**src/rtl/pattern_serializer_pkg.sv**
```systemverilog
// statespace_pkg
// Shared definitions for the pattern serializer and the downstream
// two-zeros/two-ones detector bench: serializer state encoding, the
// default pattern width and the canonical 12-bit example vector.
package statespace_pkg;

  typedef enum logic [1:0] {
    S_IDLE  = 2'd0,
    S_SHIFT = 2'd1,
    S_DONE  = 2'd2
  } ser_state_t;

  localparam int SER_W = 12;

  // Sequence 0 1 1 1 0 1 0 1 0 1 1 0 when sent MSB-first.
  localparam logic [11:0] SER_EXAMPLE_VEC = 12'h756;

endpackage

```
**src/rtl/pattern_serializer_rate_tick.sv**
```systemverilog
// rate_tick
// Modulo-DIV hold counter for the serializer. Counts 0..DIV-1 while
// enabled and returns to 0 on a synchronous clear.
// Ports:
//   Clock, Resetn : clock and async active-low reset
//   i_clear       : synchronous clear, wins over i_enable
//   i_enable      : advance the count this cycle
//   o_first       : count is 0 (first clock of a bit)
//   o_last        : count is DIV-1 (last clock of a bit)
// With DIV=1 the count never leaves 0, so both strobes stay high.
module rate_tick #(
  parameter int DIV = 1
) (
  input  logic Clock,
  input  logic Resetn,
  input  logic i_clear,
  input  logic i_enable,
  output logic o_first,
  output logic o_last
);

  localparam int CW = (DIV > 1) ? $clog2(DIV) : 1;

  logic [CW-1:0] r_cnt;
  logic          w_last;

  assign w_last  = (r_cnt == CW'(DIV - 1));
  assign o_first = (r_cnt == '0);
  assign o_last  = w_last;

  always_ff @(posedge Clock or negedge Resetn) begin
    if (!Resetn) begin
      r_cnt <= '0;
    end else if (i_clear) begin
      r_cnt <= '0;
    end else if (i_enable) begin
      r_cnt <= w_last ? '0 : r_cnt + CW'(1);
    end
  end

endmodule

```
**src/rtl/pattern_serializer.sv**
```systemverilog
// pattern_serializer
// Captures a parallel pattern on Start and shifts it out MSB-first,
// one bit every DIV clocks, for the sequence detector.
//
// state | meaning
// ------+-----------------------------------------------------------
// IDLE  | outputs low, waiting for Start (blocked by Abort)
// SHIFT | emitting bits, Busy high, BitValid on each bit's first clock
// DONE  | one-cycle Done pulse, Start ignored, then back to IDLE
//
// Ports:
//   Clock, Resetn      : clock and async active-low reset
//   Start, Abort       : launch request (IDLE only) / synchronous cancel
//   Pattern, Length    : pattern bits and bit count, captured on launch
//   Bit, BitValid      : serial data and new-bit strobe
//   Busy, Done         : streaming flag and end-of-stream pulse
module pattern_serializer
  import statespace_pkg::*;
#(
  parameter int W   = SER_W,
  parameter int DIV = 1,
  parameter int LW  = $clog2(W + 1)
) (
  input  logic          Clock,
  input  logic          Resetn,
  input  logic          Start,
  input  logic          Abort,
  input  logic [W-1:0]  Pattern,
  input  logic [LW-1:0] Length,
  output logic          Bit,
  output logic          BitValid,
  output logic          Busy,
  output logic          Done
);

  ser_state_t    r_state;
  logic [W-1:0]  r_shift;
  logic [LW-1:0] r_remain;
  logic          r_bit;
  logic          r_bit_valid;
  logic          r_busy;
  logic          r_done;

  logic [LW-1:0] w_len;
  logic [W-1:0]  w_aligned;
  logic [W-1:0]  w_shift_next;
  logic          w_first;
  logic          w_last;

  // Left-justify the pattern so the first bit to send, Pattern[len-1],
  // always sits at the register MSB; higher pattern bits fall off.
  always_comb begin
    w_len        = (Length > LW'(W)) ? LW'(W) : Length;
    w_aligned    = Pattern << (W - int'(w_len));
    w_shift_next = r_shift << 1;
  end

  rate_tick #(
    .DIV(DIV)
  ) u_rate_tick (
    .Clock    (Clock),
    .Resetn   (Resetn),
    .i_clear  ((r_state != S_SHIFT) || Abort),
    .i_enable (r_state == S_SHIFT),
    .o_first  (w_first),
    .o_last   (w_last)
  );

  always_ff @(posedge Clock or negedge Resetn) begin
    if (!Resetn) begin
      r_state     <= S_IDLE;
      r_shift     <= '0;
      r_remain    <= '0;
      r_bit       <= 1'b0;
      r_bit_valid <= 1'b0;
      r_busy      <= 1'b0;
      r_done      <= 1'b0;
    end else if (Abort) begin
      r_state     <= S_IDLE;
      r_bit       <= 1'b0;
      r_bit_valid <= 1'b0;
      r_busy      <= 1'b0;
      r_done      <= 1'b0;
    end else begin
      case (r_state)
        S_IDLE: begin
          r_bit       <= 1'b0;
          r_bit_valid <= 1'b0;
          r_busy      <= 1'b0;
          r_done      <= 1'b0;
          if (Start) begin
            r_shift  <= w_aligned;
            r_remain <= w_len;
            if (w_len == '0) begin
              r_state <= S_DONE;
              r_done  <= 1'b1;
            end else begin
              r_state     <= S_SHIFT;
              r_bit       <= w_aligned[W-1];
              r_bit_valid <= 1'b1;
              r_busy      <= 1'b1;
            end
          end
        end

        S_SHIFT: begin
          if (w_last) begin
            if (r_remain == LW'(1)) begin
              r_state     <= S_DONE;
              r_remain    <= '0;
              r_bit       <= 1'b0;
              r_bit_valid <= 1'b0;
              r_busy      <= 1'b0;
              r_done      <= 1'b1;
            end else begin
              r_shift     <= w_shift_next;
              r_remain    <= r_remain - LW'(1);
              r_bit       <= w_shift_next[W-1];
              r_bit_valid <= 1'b1;
            end
          end else if (w_first) begin
            // Only the first hold clock of a bit carries the strobe.
            r_bit_valid <= 1'b0;
          end
        end

        S_DONE: begin
          r_state <= S_IDLE;
          r_done  <= 1'b0;
        end

        default: begin
          r_state     <= S_IDLE;
          r_bit       <= 1'b0;
          r_bit_valid <= 1'b0;
          r_busy      <= 1'b0;
          r_done      <= 1'b0;
        end
      endcase
    end
  end

  assign Bit      = r_bit;
  assign BitValid = r_bit_valid;
  assign Busy     = r_busy;
  assign Done     = r_done;

endmodule

```
**config.mk**
```make
export PLATFORM = sky130hd
export DESIGN_NAME = pattern_serializer
export DESIGN_NICKNAME = d
export VERILOG_FILES = /design/src/rtl/pattern_serializer_pkg.sv /design/src/rtl/pattern_serializer_rate_tick.sv /design/src/rtl/pattern_serializer.sv
export SDC_FILE = /design/constraint.sdc
export NUM_CORES = 1
export LEC_CHECK = 0
export BUFFER_PORTS_ARGS = -buffer_cell sky130_fd_sc_hd__buf_2
export CELL_PAD_IN_SITES_DETAIL_PLACEMENT = 1
export CELL_PAD_IN_SITES_GLOBAL_PLACEMENT = 2
export CORE_ASPECT_RATIO = 0.7
export CORE_MARGIN = 1
export CORE_UTILIZATION = 38
export CTS_CLUSTER_DIAMETER = 50
export DETAILED_ROUTE_END_ITERATION = 8
export PLACE_DENSITY = 0.87
export SLEW_MARGIN = 20
export SYNTH_ARGS = -nofsm -noshare
export SYNTH_HDL_FRONTEND = slang
export SYNTH_SLANG_ARGS = --single-unit
```
**constraint.sdc**
```tcl
create_clock -name Clock -period 3.96 [get_ports Clock]
set_input_delay 0.792 -clock Clock [delete_from_list [all_inputs] [get_ports Clock]]
set_output_delay 0.792 -clock Clock [all_outputs]
set_load 0.03 [all_outputs]
```
Word level (Yosys, flattened, before mapping)
Index checks and enable logic that the tools add are counted.
Widths: inputs -> output; s select.
- shift operators: 1
- magnitude comparators: 1
- bitwise gates (word level): 1
- muxes and demuxes: 40
- reduce and logical (&&, ||, !) cells: 11
- equal/unequal tests: 11
- add/sub/neg operators: 3
- operators by type and width (kind ; count):
    $mux 11 ; 3
    $shl 12x32->12 ; 1
    $pmux 11 s2 ; 1
    $mux 1 ; 21
    $mux 4 ; 4
    $mux 2 ; 5
    $ne 3x3->1 const B ; 3
    $pmux 1 s3 ; 3
    $ne 2x2->1 const B ; 4
    $pmux 4 s2 ; 1
    $reduce_and 3->1 ; 2
    $reduce_and 5->1 ; 1
    $sub 4x4->5 const A ; 1
    $eq 4x1->1 const B ; 1
    $gt 4x4->1 const B ; 1
    $logic_not 4->1 ; 1
    $pmux 2 s2 ; 1
    $reduce_and 2->1 ; 2
    $reduce_and 4->1 ; 1
    $reduce_bool 2->1 ; 2
    $sub 4x1->4 const B ; 1
    $eq 2x1->1 const B ; 1
    $eq 2x2->1 const B ; 1
    $logic_not 2->1 ; 1
    5 further kinds ; 5
- flip-flop bits (word level): 22
- logic and storage cells: 76
- bits of input ports: 20

Longest topological paths before layout
Gate-level depths: netlist of the first run.
- word-level depth: 8
- gate-level depth with buffers: 11
- gate-level depth less buffers: 8

Modules after synthesis
From an unflattened synthesis of the first run, not the netlist that was laid out.
- cells, all modules: 228
- area total of the unflattened synthesis: 1916.8 µm²
- modules (own cells, without submodules) (module ; cells an instance ; seq. area each (µm²) ; area each (µm²) ; times used):
    pattern_serializer ; 225 ; 525.5 ; 1898.1 ; 1
    rate_tick ; 3 ; 0.0 ; 18.8 ; 1

Worst setup path after synthesis of the first run
OpenSTA, ideal clock, no wires.
- path kind: input -> register
- from: input port Length[0]
- to: register r_shift[10]
- buffers on the path: 2
- cell stages on the path: 10
- required time: 3830 ps
- slack: 1355 ps
- library setup time: 130 ps
- data arrival time: 2474 ps
- path through: buf_6 -> a21boi_4 -> inv_1 -> ha_1 -> buf_6 -> xnor2_4 -> a22oi_1 -> a2111o_1 -> o221ai_2 -> o31ai_2
- longest elaborated chain between the ends: 6
- RTL lines (element ; RTL line ; source):
    from (decl) ; pattern_serializer.sv:29 ; input logic [LW-1:0] Length,
    $gt 4x4->1 ; pattern_serializer.sv:53 ; w_len = (Length > LW'(W)) ? LW'(W) : Length;
    $mux 4 * ; pattern_serializer.sv:53 ;
    $sub 4x4->5 * ; pattern_serializer.sv:54 ; w_aligned = Pattern << (W - int'(w_len));
    $shl 12x32->12 * ; pattern_serializer.sv:54 ;
    $mux 11 * ; pattern_serializer.sv:91 ; if (Start) begin
    $pmux 11 s2 * ; pattern_serializer.sv:85 ; case (r_state)
    to (signal assigned) ; pattern_serializer.sv:92 ; r_shift <= w_aligned;
    to (signal assigned) ; pattern_serializer.sv:116 ; r_shift <= w_shift_next;
    to (decl) ; pattern_serializer.sv:37 ; logic [W-1:0] r_shift;
Every way passes the cells marked *; elsewhere a longest branch is shown, timed or not. The select of a mux whose other input is x is not followed.
A chain may end at the register's enable or synchronous reset.

Worst setup path in the final report of the first run
- from: input port Length[2]
- to: register r_shift[10]
The elaborated chain is that of the path after synthesis.

==> results of run 1 <==
## kinds of logic (layout without fill, tap and decap cells)
kind of cell | count (synthesis) | after routing | synth area share [%]
AO/OA/AOI/OAI | 88 | 88 | 35.3
XOR/XNOR | 2 | 2 | 2.99
adder cells (fa/ha/maj) | 3 | 3 | 2.04
buffers and inverters | 21 | 41 | 7.19
flip-flops | 21 | 21 | 28.5
multiplexers | 9 | 9 | 5.22
AND/OR/NAND/NOR | 72 | 72 | 18.8
## final timing paths
path / start / end / slack, ns / cells after the start
max in group asynchronous: Resetn / r_remain[0] / 3.14 / 1
min: Resetn / r_shift[1] / 0.48 / 1
max: Length[2] / r_shift[10] / 0.80 / 9
min in group Clock: r_shift[0] / r_shift[0] / 0.49 / 2
min reg2reg: r_shift[0] / r_shift[0] / 0.49 / 2
max reg2reg: r_state[1] / r_shift[8] / 1.97 / 4
## metal layers
layer,vias to the layer above,wire length [um],GRT usage [%]
li1,856,-,-
met1,902,2890,34.4
met2,42,2500,37.8
met3,2,305,5.39
met4,0,18,4.76
met5,-,0,0
## critical path, delay by kind of cell
family / cells / cell delay, ns
AO/OA/AOI/OAI: 4 / 0.85
adder cells (fa/ha/maj): 1 / 0.56
buffers and inverters: 1 / 0.36
AND/OR/NAND/NOR: 3 / 0.77
## layout by cell type (no fill, tap or decap), drive strengths merged, types with 2 or more instances in the layout
cell type,netlist,routed
clkbuf,3,3
buf,8,27
nand2,19,19
o311ai,2,2
mux2i,4,4
ha,3,3
nand2b,4,4
mux2,5,5
o21a,2,2
dfrtp,21,21
a21oi,17,17
nor2b,4,4
a22o,2,2
o211ai,2,2
a221oi,8,8
nor4,2,2
o21ai,21,21
nor2,30,30
o31ai,4,4
inv,10,10
a22oi,13,13
a32oi,4,4
nor3,5,5
a21boi,2,2
a31oi,3,3
o32ai,2,2
## state kept, by name, summed over array words and instances (netlist names)
| register | count |
|---|---|
| Done | 1 |
| BitValid | 1 |
| r_state | 2 |
| r_remain | 4 |
| Busy | 1 |
| Bit | 1 |
| r_shift | 11 |
## power by group through the flow
stage,Combinational [uW],Clock (uW),Sequential [uW]
finish,327,146,308
detailed placement,325,0,312
global placement,320,0,311
CTS,326,148,307
floorplan,230,0,308
global route,365,158,315
## synth_stat cells, types with 2 or more instances
cell and n:
a21oi_1 17, a221oi_1 5, a221oi_2 3, a22o_1 2, a22oi_1 13, a31oi_1 3
a32oi_1 3, buf_6 5, clkbuf_1 3, dfrtp_1 21, ha_1 3, inv_1 10
mux2_2 5, mux2i_1 4, nand2_1 18, nand2b_1 4, nor2_1 29, nor2b_1 4
nor3_1 5, nor4_1 2, o211ai_1 2, o21a_1 2, o21ai_0 16, o21ai_1 2
o21ai_2 3, o31ai_1 3, o32ai_1 2
## layout make-up
cell class,instances,share of cell area [%]
well taps,55,3.42
clock buffers,3,2.05
flip-flops and latches,21,26.2
repair buffers,27,7.22
inverters,10,1.87
clock inverters,1,0.249
multi-input cells,174,59.0
## through the flow
| step | hold WS [ns] | util, % | area, sq um | total power, uW | setup slack (ns) |
|---|---|---|---|---|---|
| 2_1_floorplan | 0.449 | - | 1840 | 538 | 1.36 |
| 3_3_place_gp | 0.488 | 43.6 | 1960 | 631 | 0.635 |
| 3_5_place_dp | 0.483 | 43.6 | 1960 | 636 | 0.496 |
| 4_1_cts | 0.491 | 44.6 | 2010 | 781 | 0.784 |
| 5_1_grt | 0.511 | 44.6 | 2010 | 837 | 0.553 |
| 6_report | 0.478 | 44.6 | 2010 | 781 | 0.801 |
==> impl_metrics.tcl, run 1 <==
set metrics [dict create \
    status "finished, final reports clean" \
    cts-hold-fix-buffers 0 \
    clk_latency_ns 0.27 \
    vias 1802 \
    p_seq_share_pct 39.5 \
    synth-warning-count 0 \
    antenna_found_initial 0 \
    fmax_mhz 317 \
    crit_arrival_ns 3.34 \
    tns_ns 0 \
    die_h_um 60.3 \
    min_period_over_period_pct 79.8 \
    ys_seq_area_share_pct 28.5 \
    gp_congestion 0.855 \
    routedWlPerCell_um 19.6 \
    peakVddDrop_uv 186 \
    drive_gt1_share_pct 22.9 \
    crit_chain "buf_2, nand2_2, nand2_1, ha_1, and3_4, o21ai_1, a221oi_2, a21oi_1, o31ai_2" \
    fin_skew_ns 0.00482 \
    relSlewSlack_pct 48.4 \
    fp.coreArea_sq_mm 0.00450 \
    synth_cell_types 54 \
    start_kind "primary input" \
    area_growth_pct 8.96 \
    die_x_um 85.3 \
    dpl.hpwl_um 4430 \
    avgSynthCellArea_sq_um 8.54 \
    vias_per_cell 6.19 \
    fin_crit_ns 3.16 \
    switching_power_uw 324 \
    swShare_pct 41.5 \
    cts_max_path_buffers 2 \
    row_count 20 \
    tightest_slew_ns 0.767 \
    routed_wl_um 5710 \
    slew_violations 0 \
    async_flop_share_pct 100 \
    fillers 557 \
    io_pins 24 \
    dr.pass1.iters 4 \
    antenna_left 0 \
    synth_fp_nets 239 \
    multi_input_area_sq_mm 0.00119 \
    min_path_type "primary input to async pin" \
    p_clk_share_pct 18.6 \
    clk_pin_slew_ns 0.08 \
    dp_cells 287 \
    worstPathRequired_ns 4.15 \
    final_nets 260 \
    yosys.area.top_type "dfrtp_1" \
    rsz0062_at_grt "no" \
    p_int_uw 457 \
    io_buffers 23 \
    cts.repair.resized 0 \
    route.detailed.drc 0 \
    power_density_mw_per_mm2 389 \
    clock_sinks 21 \
    grt_pass1_vias 1859 \
    track_usage_pct 24.1 \
    syn-instance-count 216 \
    pwr-share-comb_pct 41.9 \
    worstPathMaxFanout 17 \
    synth_edf_count 0 \
    max_cap_violations 0 \
    synth_area_sq_mm 0.00184 \
    post-cts-setup-buffers 0 \
    antenna_cells 0 \
    start_util_pct 40.9 \
    yosys.area.top_type_share_pct 28.5 \
    synthTopCellsByArea "dfrtp_1, nor2_1, a22oi_1, a21oi_1, o21ai_0" \
    cts_tree "built" \
    ys_seq_elements 21 \
    crit_path_top_delay_cell "ha_1" \
    seq_area_sq_um 526 \
    hold_viol 0 \
    fin_cells 291 \
    setup_viol 0 \
    synthFlopType "dfrtp_1" \
    p_leak_uw 0.000833 \
    end_kind "register" \
    cts_max_level 1 \
    cts_root_buffer "clkbuf_8" \
    overflow 0 \
    die_area_sq_mm 0.00514 \
    grt_max_degree 22 \
    critPathKind "primary input to register" \
    grt_pass1_wl_um 9430 \
    dr.first_iter.drc_count 115 \
    critPathMaxStageDelay_ns 0.56 \
    cts_buffers 3 \
]
(Power assumes the default switching activity.)
==> inputs of run 2 (changes only) <==
- CORE_UTILIZATION: 38 -> 35
- PLACE_DENSITY: 0.87 -> 0.81
- clock period: 3.96 -> 3.3 ns (I/O delays scaled with it)
==> impl_metrics.tcl, run 2 (synthesis gave the netlist of run 1 again) <==
set metrics [dict create \
    cts_tree "built" \
    cts-hold-fix-buffers 0 \
    routedWlPerCell_um 18.3 \
    row_count 21 \
    mostFrequentLayoutCells "nor2_1, buf_2, dfrtp_1" \
    worstPathMaxFanout 17 \
    critPathKind "primary input to register" \
    fin_cells 307 \
    route.detailed.drc 0 \
    track_usage_pct 22.0 \
    slew_violations 0 \
    setup_viol 0 \
    worstPathRequired_ns 3.48 \
    antenna_found_initial 0 \
    reg_top3 "r_shift (11), r_remain (4), r_state (2)" \
    cts_root_buffer "clkbuf_8" \
    dpl.hpwl_um 4430 \
    post-cts-setup-buffers 0 \
    largest-register "r_shift" \
    gp_congestion 0.878 \
    crit_arrival_ns 2.81 \
    dp_cells 303 \
    grt_pass1_wl_um 9390 \
    largest_register_ffs 11 \
    dr.pass1.iters 4 \
    start_kind "primary input" \
    cts_max_level 1 \
    grt_pass1_vias 1800 \
    antenna_left 0 \
    clock_sinks 21 \
    power_density_mw_per_mm2 457 \
    cts_buffers 3 \
    max_cap_violations 0 \
    fin_crit_ns 2.63 \
    grt_max_degree 22 \
    relSlewSlack_pct 55.2 \
    routed_wl_um 5620 \
    die_x_um 88.8 \
    overflow 0 \
    fp.coreArea_sq_mm 0.00491 \
    min_path_type "primary input to async pin" \
    cts.repair.resized 0 \
    fmax_mhz 381 \
    clk_pin_slew_ns 0.08 \
    fin_skew_ns 0.00587 \
    peakVddDrop_uv 192 \
    fin_ws_ns 0.672 \
    tns_ns 0 \
    start_util_pct 37.5 \
    tightest_slew_ns 0.668 \
    rsz0062_at_grt "no" \
    vias_per_cell 5.86 \
    clk_latency_ns 0.26 \
    io_pins 24 \
    final_common_cell "nor2_1" \
    die_area_sq_mm 0.00557 \
    antenna_cells 0 \
    p_leak_uw 0.000840 \
    area_growth_pct 10.7 \
    io_buffers 23 \
    final_nets 262 \
    dr.first_iter.drc_count 150 \
    min_period_over_period_pct 79.6 \
    vias 1800 \
    drive_gt1_share_pct 23.1 \
    status "finished, final reports clean" \
    dp_slack_ns 0.443 \
    cts_max_path_buffers 2 \
    hold_viol 0 \
    end_kind "register" \
    die_h_um 62.7 \
]
[run 2: worst max-delay path, cell delays in order]
cell and delay (ns):
buf_2 0.37, nand2_2 0.10, nand2_1 0.09, ha_1 0.29
buf_4 0.24, xor2_4 0.25, o21ai_2 0.08, a221oi_2 0.35
nand2_1 0.12, a221oi_2 0.23
[run 2: layer usage]
| layer | GRT usage, % | vias up | routed length (um) |
|---|---|---|---|
| met2 | 30.0 | 47 | 2290 |
| met3 | 4.23 | 2 | 326 |
| li1 | - | 860 | - |
| met5 | 0 | - | 0 |
| met4 | 2.62 | 0 | 8 |
| met1 | 36.0 | 891 | 3000 |
[run 2: final timing paths]
kind                               endpoint        from  cells after the start  slack, ns
worst max-delay path             r_shift[5]   Length[2]                     10       0.67
worst min-delay path            r_remain[1]      Resetn                      1       0.34
worst max register to register         Done  r_state[1]                      4       1.35
worst min register to register   r_shift[0]  r_shift[0]                      2       0.50
max in group asynchronous       r_shift[10]      Resetn                      1       2.62
min in group Clock               r_shift[0]  r_shift[0]                      2       0.50
[run 2: report_power, final]
group          internal, uW  switching (uW)
clock network          86.1            86.0
registers               321            45.4
logic                   145             248
total                   552             380
[run 2: cell type report]
class	count	area [sq um]
flip-flops and latches	21	526
fillers	614	2870
repair buffers	29	160
well taps	69	86.3
multi-input cells	174	1190
clock buffers	4	45.0
inverters	10	37.5
[run 2: per-stage QoR]
| step | instance area [sq um] | hold slack, ns | util (%) | power (uW) |
|---|---|---|---|---|
| 2_1_floorplan | 1840 | 0.364 | - | 645 |
| 3_3_place_gp | 2000 | 0.482 | 40.6 | 763 |
| 3_5_place_dp | 2000 | 0.480 | 40.6 | 760 |
| 4_1_cts | 2040 | 0.359 | 41.5 | 934 |
| 5_1_grt | 2040 | 0.381 | 41.5 | 1000 |
| 6_report | 2040 | 0.342 | 41.5 | 932 |
==> inputs of run 3 (changes only) <==
- clock period: 3.3 -> 2.45 ns (I/O delays scaled with it)
==> impl_metrics.tcl, run 3 (synthesis gave the netlist of run 1 again) <==
set metrics [dict create \
    route.detailed.drc 0 \
    cts-hold-fix-buffers 0 \
    grt_pass1_wl_um 10000 \
    critPathKind "primary input to register" \
    clk_pin_slew_ns 0.08 \
    vias_per_cell 5.84 \
    die_area_sq_mm 0.00557 \
    clk_latency_ns 0.27 \
    worstPathRequired_ns 2.62 \
    dr.max_layer_used "met4" \
    post-cts-setup-buffers 0 \
    wl_met2_um 2640 \
    end_kind "register" \
    drive_gt1_share_pct 27.1 \
    grt_pass1_vias 1885 \
    peakVddDrop_uv 270 \
    cts_max_level 1 \
    io_buffers 23 \
    mostFrequentLayoutCells "nor2_1, buf_2, dfrtp_1" \
    fmax_mhz 462 \
    cts_root_buffer "clkbuf_8" \
    area_growth_pct 15.9 \
    slew_violations 0 \
    dr.first_iter.drc_count 112 \
    fin_skew_ns 0.00663 \
    dr.pass1.iters 5 \
    final_common_cell "nor2_1" \
    dr_wl_met3_um 159 \
    worstPathMaxFanout 7 \
    largest_register_ffs 11 \
    row_count 21 \
    antenna_cells 0 \
    vias 1868 \
    min_period_over_period_pct 88.4 \
    max_cap_violations 0 \
    p_leak_uw 0.000902 \
    cts_max_path_buffers 2 \
    die_h_um 62.7 \
    fin_crit_ns 2.17 \
    dp_cells 316 \
    cts.repair.resized 0 \
    io_pins 24 \
    final_nets 275 \
    grt_max_degree 22 \
    relSlewSlack_pct 60.8 \
    drt-met1-wl_um 3220 \
    antenna_left 0 \
    hold_viol 0 \
    rsz0062_at_grt "no" \
    reg_top3 "r_shift (11), r_remain (4), r_state (2)" \
    fillers 630 \
    tightest_slew_ns 0.588 \
    antenna_found_initial 0 \
    crit_arrival_ns 2.34 \
    status "finished, final reports clean" \
    power_density_mw_per_mm2 605 \
    min_path_type "primary input to async pin" \
    die_x_um 88.8 \
    setup_viol 0 \
    largest-register "r_shift" \
    dpl.hpwl_um 4860 \
    start_kind "primary input" \
    fp.coreArea_sq_mm 0.00491 \
    cts_buffers 3 \
    fin_cells 320 \
    finalPower_uw 1290 \
    gp_congestion 0.843 \
    rr_worst_depth 7 \
    cts_tree "built" \
    routedWlPerCell_um 18.9 \
    track_usage_pct 23.8 \
    overflow 0 \
    clock_sinks 21 \
    start_util_pct 37.5 \
    routed_wl_um 6060 \
]
## run 3: cell types whose count changed in the layout (fill, tap and decap cells not counted)
| cell | change |
|---|---|
| buf_4 | +13 |
## run 3: worst max-delay path, stage by stage
cell and delay, ns:
buf_2 0.14, a21boi_4 0.15, inv_1 0.05, ha_1 0.26
buf_4 0.20, xnor2_4 0.16, a22oi_1 0.30, nand2b_1 0.21
o221ai_2 0.14, o31ai_2 0.24
## run 3: per-stage QoR
stage               TNS, ns  instance area, sq um  worst slack (ns)  util (%)  hold slack [ns]
floorplan                 0                  1840             0.147         -            0.194
global placement          0                  2090            0.0524      42.6            0.476
detailed placement  -0.0105                  2090           -0.0105      42.6            0.487
CTS                       0                  2140             0.262      43.5            0.198
global route              0                  2140             0.175      43.5            0.218
finish                    0                  2140             0.285      43.5            0.176
## run 3: per-layer routing
metal / vias to the layer above / track usage (%)
li1: 889 / -
met4: 0 / 3.63
met1: 954 / 36.9
met2: 21 / 35.2
met3: 4 / 3.17
met5: - / 0
## run 3: path summary, 6_finish.rpt
check / slack, ns / from / endpoint
min: 0.18 / Resetn / r_remain[2]
min in group Clock: 0.44 / Abort / BitValid
max reg2reg: 0.50 / r_remain[1] / Bit
max: 0.28 / Length[3] / r_shift[10]
min reg2reg: 0.50 / r_shift[0] / r_shift[0]
max in group asynchronous: 1.93 / Resetn / r_shift[2]
## run 3: area by class of cell
type / count / area, sq um / share of cell area (%)
clock buffer: 4 / 45.0 / 2.11
inverter: 10 / 37.5 / 1.76
multi-input combinational: 174 / 1190 / 55.5
sequential: 21 / 526 / 24.6
tap: 69 / 86.3 / 4.04
timing repair buffer: 42 / 258 / 12.1
## run 3: power by group
group | switching, uW | leakage (uW) | internal (uW)
clock | 118 | 0.0000228 | 116
sequential | 63.9 | 0.000266 | 432
combinational | 345 | 0.000613 | 218
